### config.mk
export PLATFORM = sky130hd
export DESIGN_NAME = ldpc_serial_port
export DESIGN_NICKNAME = d
export VERILOG_FILES = /design/src/rtl/ldpc_serial_port.sv
export SDC_FILE = /design/constraint.sdc
export NUM_CORES = 1
export LEC_CHECK = 0
export CORE_AREA = 2 2 181 183
export CTS_CLUSTER_DIAMETER = 200
export DETAILED_ROUTE_END_ITERATION = 12
export DIE_AREA = 0 0 183 185
export PLACE_DENSITY = 0.76
export SETUP_SLACK_MARGIN = 0.2
export SYNTH_ARGS = -nofsm -noshare
export SYNTH_HDL_FRONTEND = slang
export SYNTH_SLANG_ARGS = --single-unit
### constraint.sdc
create_clock -name wb_clk_i -period 1.92 [get_ports wb_clk_i]
set_input_delay 0.384 -clock wb_clk_i [delete_from_list [all_inputs] [get_ports wb_clk_i]]
set_output_delay 0.384 -clock wb_clk_i [all_outputs]
set_load 0.03 [all_outputs]
### src/rtl/ldpc_serial_port.sv
// Multi-lane serial pin bridge between the user-area pins and the LDPC core:
// assembles load frames into a word and serialises unload words onto the pins.
module ldpc_serial_port #(
  parameter int WIDTH = 208,
  parameter int LANES = 1,
  parameter int SEL_W = 16
) (
  input  logic             wb_clk_i,
  input  logic             wb_rst_ni,
  input  logic             P_inputnoutput,
  input  logic             P_valid_i,
  input  logic [LANES-1:0] P_input,
  input  logic [SEL_W-1:0] P_in_out_sel,
  output logic [LANES-1:0] PO_output,
  output logic             PO_valid_o,
  output logic [WIDTH-1:0] ld_data_o,
  output logic [SEL_W-1:0] ld_sel_o,
  output logic             ld_valid_o,
  input  logic             ld_ready_i,
  input  logic [WIDTH-1:0] ul_data_i,
  input  logic             ul_valid_i,
  output logic             ul_ready_o,
  output logic             busy_o,
  output logic             err_o,
  input  logic             err_clr_i
);

  localparam int BEATS = (WIDTH + LANES - 1) / LANES;
  localparam int BUF_W = BEATS * LANES;
  localparam int CNT_W = $clog2(BEATS + 1);
  localparam logic [CNT_W-1:0] LAST_IN  = CNT_W'(BEATS - 1);
  localparam logic [CNT_W-1:0] LAST_OUT = CNT_W'(BEATS);
  localparam logic [CNT_W-1:0] CNT_ONE  = CNT_W'(1);

  typedef enum logic [2:0] {
    S_IDLE,
    S_SHIFT_IN,
    S_HOLD_IN,
    S_WAIT_UL,
    S_SHIFT_OUT
  } state_t;

  state_t             r_state;
  state_t             w_state_nxt;
  logic [BUF_W-1:0]   r_buf;
  logic [BUF_W-1:0]   w_buf_nxt;
  logic [CNT_W-1:0]   r_cnt;
  logic [CNT_W-1:0]   w_cnt_nxt;
  logic [SEL_W-1:0]   r_sel;
  logic [LANES-1:0]   r_po;
  logic [LANES-1:0]   w_po_nxt;
  logic               r_po_vld;
  logic               w_po_vld_nxt;
  logic               r_err;
  logic               w_err_set;
  logic               w_frame_start;
  logic [BUF_W-1:0]   w_load_shift;
  logic [BUF_W-1:0]   w_ul_ext;

  // New beats enter at the top and move down one beat per capture, so beat 0
  // ends at bit 0 once the frame is complete; pad bits land above WIDTH.
  assign w_load_shift = (r_buf >> LANES) | (BUF_W'(P_input) << (BUF_W - LANES));
  assign w_ul_ext     = BUF_W'(ul_data_i);

  // NOTE: sequential state uses non-blocking assignments so every register
  // samples the pre-edge values regardless of statement order.
  always_ff @(posedge wb_clk_i or negedge wb_rst_ni) begin
    if (!wb_rst_ni) r_state <= S_IDLE;
    else            r_state <= w_state_nxt;
  end

  // NOTE: every signal driven here gets a default first, otherwise any path
  // that skips an assignment would infer a latch.
  always_comb begin
    w_state_nxt   = r_state;
    w_buf_nxt     = r_buf;
    w_cnt_nxt     = r_cnt;
    w_po_nxt      = '0;
    w_po_vld_nxt  = 1'b0;
    w_err_set     = 1'b0;
    w_frame_start = 1'b0;

    case (r_state)
      S_IDLE: begin
        if (P_valid_i) begin
          w_frame_start = 1'b1;
          if (P_inputnoutput) begin
            w_buf_nxt   = w_load_shift;
            w_cnt_nxt   = (BEATS == 1) ? '0 : CNT_ONE;
            w_state_nxt = (BEATS == 1) ? S_HOLD_IN : S_SHIFT_IN;
          end else begin
            w_state_nxt = S_WAIT_UL;
          end
        end
      end

      S_SHIFT_IN: begin
        if (P_valid_i) begin
          w_buf_nxt = w_load_shift;
          if (r_cnt == LAST_IN) begin
            w_cnt_nxt   = '0;
            w_state_nxt = S_HOLD_IN;
          end else begin
            w_cnt_nxt = r_cnt + CNT_ONE;
          end
        end
      end

      S_HOLD_IN: begin
        w_err_set = P_valid_i;
        if (ld_ready_i) w_state_nxt = S_IDLE;
      end

      S_WAIT_UL: begin
        w_err_set = P_valid_i;
        if (ul_valid_i) begin
          w_po_nxt     = w_ul_ext[LANES-1:0];
          w_po_vld_nxt = 1'b1;
          w_buf_nxt    = w_ul_ext >> LANES;
          w_cnt_nxt    = CNT_ONE;
          w_state_nxt  = S_SHIFT_OUT;
        end
      end

      S_SHIFT_OUT: begin
        w_err_set = P_valid_i;
        // r_cnt is the number of beats already on the pins.
        if (r_cnt == LAST_OUT) begin
          w_cnt_nxt   = '0;
          w_state_nxt = S_IDLE;
        end else begin
          w_po_nxt     = r_buf[LANES-1:0];
          w_po_vld_nxt = 1'b1;
          w_buf_nxt    = r_buf >> LANES;
          w_cnt_nxt    = r_cnt + CNT_ONE;
        end
      end

      default: w_state_nxt = S_IDLE;
    endcase
  end

  // NOTE: the frame buffer is a plain register vector, so it takes the reset
  // like any other flop; a reset mid-frame must leave no partial word behind.
  always_ff @(posedge wb_clk_i or negedge wb_rst_ni) begin
    if (!wb_rst_ni) begin
      r_buf    <= '0;
      r_cnt    <= '0;
      r_sel    <= '0;
      r_po     <= '0;
      r_po_vld <= 1'b0;
      r_err    <= 1'b0;
    end else begin
      r_buf    <= w_buf_nxt;
      r_cnt    <= w_cnt_nxt;
      r_po     <= w_po_nxt;
      r_po_vld <= w_po_vld_nxt;
      if (w_frame_start) r_sel <= P_in_out_sel;
      if (w_err_set)      r_err <= 1'b1;
      else if (err_clr_i) r_err <= 1'b0;
    end
  end

  // The buffer is shared by both directions; ld_data_o is only meaningful
  // while ld_valid_o is high, and nothing writes the buffer in HOLD_IN.
  assign ld_data_o  = r_buf[WIDTH-1:0];
  assign ld_sel_o   = r_sel;
  assign ld_valid_o = (r_state == S_HOLD_IN);
  assign ul_ready_o = (r_state == S_WAIT_UL);
  assign busy_o     = (r_state != S_IDLE);
  assign PO_output  = r_po;
  assign PO_valid_o = r_po_vld;
  assign err_o      = r_err;

endmodule

==> impl_metrics.env <==
export IMPL_nets=1613
export IMPL_gp_congestion=0.856
export IMPL_drc=0
export IMPL_core_region_area_um2=32000
export IMPL_cts_sinks=238
export IMPL_grt_total_usage_pct=20.9
export IMPL_fillers=2380
export IMPL_rows=66
export IMPL_clk_latency_ns=0.54
export IMPL_synth_compound_area_share_pct=2.08
export IMPL_setup_tns_ns=-21.60
export IMPL_root_buffer="clkbuf_16"
export IMPL_worst_pin_slew_ns=0.535
export IMPL_utilization_pct=62.4
export IMPL_synth_flop_cell="dfrtp_1"
export IMPL_regToRegSetupSlack_ns=-0.15
export IMPL_p_sw_share_pct=39.2
export IMPL_top_layer="met4"
export IMPL_stdcell_area_um2=20000
export IMPL_critical_path_class="register to register"
export IMPL_die_h_um=185
export IMPL_dieWidth_um=183
export IMPL_instances_no_fill=1803
export IMPL_pwr_share_clk_pct=12.7
export IMPL_ant_nets=0
export IMPL_cpMostUsedCell="clkbuf_16"
export IMPL_min_period_ns=2.07
export IMPL_skew_ns=0.00745
export IMPL_grt_pass1_vias=9498
export IMPL_worstPathRequired_ns=2.34
export IMPL_synth_xor_area_share_pct=0.0721
export IMPL_hp_class="input pin to asynchronous set/reset pin"
export IMPL_p_per_area_nw_per_um2=2060
export IMPL_hold_viol=0
export IMPL_muxShareOfSynthArea_pct=43.6
export IMPL_dieArea_um2=33900
export IMPL_crit_path_top_delay_cell="dfrtp_2"
export IMPL_outcome="complete, but fails checks"
export IMPL_dr_wl_met2_mm=20.3
export IMPL_avgViaCountPerCell=5.05
export IMPL_synthSimpleGateAreaFrac_pct=1.80
export IMPL_maxSlewHeadroom_pct=64.3
export IMPL_maxSlewViolCount=0
export IMPL_place_detailed_instances=1704
export IMPL_cp_start_kind="register"
export IMPL_place_port_buffers=461
export IMPL_pwr_share_seq_pct=24.4
export IMPL_synth_cell_type_count=40
export IMPL_synth_avg_cell_area_um2=15.1
export IMPL_io_pins=462
export IMPL_grt_max_degree=57
export IMPL_synth_seq_cells=238
export IMPL_p_comb_share_pct=62.8
export IMPL_area_growth_pct=64.6
export IMPL_vias=9106
export IMPL_synthCells=807
export IMPL_cts_buffer_depth=3
export IMPL_overflow=0
export IMPL_synth_cell_area_um2=12200
export IMPL_fin_crit_sh_pct=108
export IMPL_power_switching_w=0.0162
export IMPL_critPathTopFamily="buffers and inverters"
export IMPL_drtIter0Drc=258
export IMPL_ys_seq_area_share_pct=49.0
export IMPL_rsz0062_at_grt="true"
export IMPL_drv_cap=0
export IMPL_setup_viol_count_final=214
export IMPL_arrival_ns=2.49
export IMPL_n_antenna_cell=0
export IMPL_irDropWorstVdd_v=0.00113
export IMPL_cts_buffers_inserted=28
export IMPL_fmax_mhz=483
export IMPL_violations="negative setup slack"
export IMPL_fin_ws_ns=-0.148
export IMPL_antenna_found_initial=0
export IMPL_cp_max_fo=8
export IMPL_hpwl_mm=27.1
export IMPL_worstSetupEndpointType="register"
export IMPL_multi_input_area_um2=6420
export IMPL_syn_nets=1041
export IMPL_placed_cell_area_um2=18200
export IMPL_clk_pin_slew_worst_paths_ns=0.06
export IMPL_wl_met1_mm=16.1
export IMPL_cpPeakStageDelay_ns=0.45
export IMPL_finalWirelength_mm=40.0
export IMPL_dpl_worst_slack_ns=-0.452
export IMPL_synth_fa_ha_area_share_pct=0.206
export IMPL_synth_top_family_by_area="multiplexers"
export IMPL_avgRoutedWirePerCell_um=22.2
export IMPL_h_tree_depth=1
export IMPL_synthArstFlopShare_pct=100
export IMPL_met3_length_mm=2.57
export IMPL_cp_cell_sequence="buf_6 > o32a_4 > a21o_4 > buf_12 > clkbuf_16 > clkbuf_16 > mux2_4"
export IMPL_grt_pass1_wl_mm=55.4
export IMPL_initial_core_util_pct=37.9
export IMPL_ys_warn_count=0
export IMPL_synth_edf_count=0
export IMPL_register_area_um2=5960
export IMPL_internal_power_w=0.0251
export IMPL_cellLeakagePower_nw=9.42
export IMPL_crit_buf_inv=4
export IMPL_drt_pre_antenna_iters=6
export IMPL_drive_above_1_share_pct=59.7
export IMPL_cts_tree="yes"
## cells in the mapped netlist (3+ instances only)
| cell type | count | area [um2] |
|---|---|---|
| mux2_2 | 270 | 3040 |
| dfrtp_1 | 238 | 5960 |
| mux2_4 | 120 | 1800 |
| mux2_1 | 38 | 428 |
| buf_2 | 35 | 175 |
| buf_6 | 15 | 169 |
| o21ai_0 | 10 | 50.1 |
| nand2_1 | 9 | 33.8 |
| a21oi_1 | 7 | 35.0 |
| inv_1 | 6 | 22.5 |
| nand2b_1 | 5 | 31.3 |
| a221o_1 | 4 | 40.0 |
| clkbuf_1 | 4 | 15.0 |
| nand3_1 | 4 | 20.0 |
| nor3_1 | 4 | 20.0 |
| a22o_1 | 3 | 26.3 |
| mux2i_1 | 3 | 30.0 |
| nand4_1 | 3 | 18.8 |
| nor2b_1 | 3 | 18.8 |
## flip-flops by register name, summed over array words and instances, names as in the netlist
| name | flops |
|---|---|
| PO_output | 1 |
| PO_valid_o | 1 |
| err_o | 1 |
| ld_data_o | 208 |
| ld_sel_o | 16 |
| r_cnt | 8 |
| r_state | 3 |
## worst paths after layout
path | startpoint | to | cells past startpoint
min in group wb_clk_i | P_in_out_sel[5] | ld_sel_o[5] | 2
setup reg to reg | r_state[0] | ld_data_o[87] | 7
setup / recovery | r_state[0] | ld_data_o[87] | 7
max in group asynchronous | wb_rst_ni | ld_data_o[20] | 3
hold reg to reg | ld_sel_o[13] | ld_sel_o[13] | 1
hold / removal | wb_rst_ni | ld_data_o[192] | 2
## timing repair
item,4_1_cts,5_1_grt
hold buffers,1,0
pin swaps,1,7
setup endpoints to repair,461,349
resized for setup,549,268
hold endpoints to repair,47,0
buffers inserted,11,21
cloned,3,17
## cell usage in the layout, fill, tap and decap left out, types with 3 or more instances in the layout
cell,count
a22o_1,3
inv_1,6
clkdlybuf4s50_1,230
buf_4,53
nand4_1,3
buf_12,24
clkbuf_1,5
clkdlybuf4s15_1,9
mux2_1,10
clkinv_2,3
dlymetal6s2s_1,12
dfrtp_1,231
dfrtp_2,7
nor3_1,4
clkbuf_16,45
nand2_1,7
a21oi_2,6
clkbuf_2,94
buf_8,11
mux2_4,253
buf_6,27
a221o_1,4
buf_2,13
clkbuf_8,7
nand3_1,4
nand2b_1,4
clkdlybuf4s15_2,96
mux2_2,165
o21ai_0,9
mux2i_1,3
buf_16,8
## power by group through the flow
stage / clock network [W] / registers [W] / logic (W)
after floorplan: 0 / 0.0140 / 0.0118
after global placement: 0 / 0.00994 / 0.0237
after detailed placement: 0 / 0.0100 / 0.0241
after CTS: 0.00533 / 0.00999 / 0.0239
after global routing: 0.00558 / 0.0104 / 0.0271
final: 0.00525 / 0.0101 / 0.0259
## kinds of logic after synthesis
family | after synthesis
simple gates | 40
xor+xnor | 1
buf+inv | 62
compound gates | 33
flops | 238
mux | 431
fa+ha+maj | 2
## through the flow
stage	hold slack, ns	total power (W)
floorplan	0.0884	0.0258
global placement	0.362	0.0337
detailed placement	0.364	0.0341
CTS	0.379	0.0392
global route	0.414	0.0431
finish	0.386	0.0412
## final cells by class
cell class                 instances  area share [%]
multi-input combinational        507            32.1
timing repair buffer             598            31.0
sequential                       238            29.8
clock buffer                      41            4.20
tap                              408            2.55
clock inverter                     5           0.263
inverter                           6           0.113
## worst reg2reg max path, delay by kind of cell (launching register included)
family	cells	cell delay (ns)
mux	1	0.30
buf+inv	4	0.64
flops	1	0.45
compound gates	2	0.56
## per-layer routing
layer | global-route usage [%] | vias up
met5 | 0 | -
met3 | 4.78 | 75
met2 | 36.9 | 361
met1 | 25.7 | 4588
li1 | - | 4082
met4 | 5.76 | 0
Note: power is estimated with default switching activity, not from simulation.
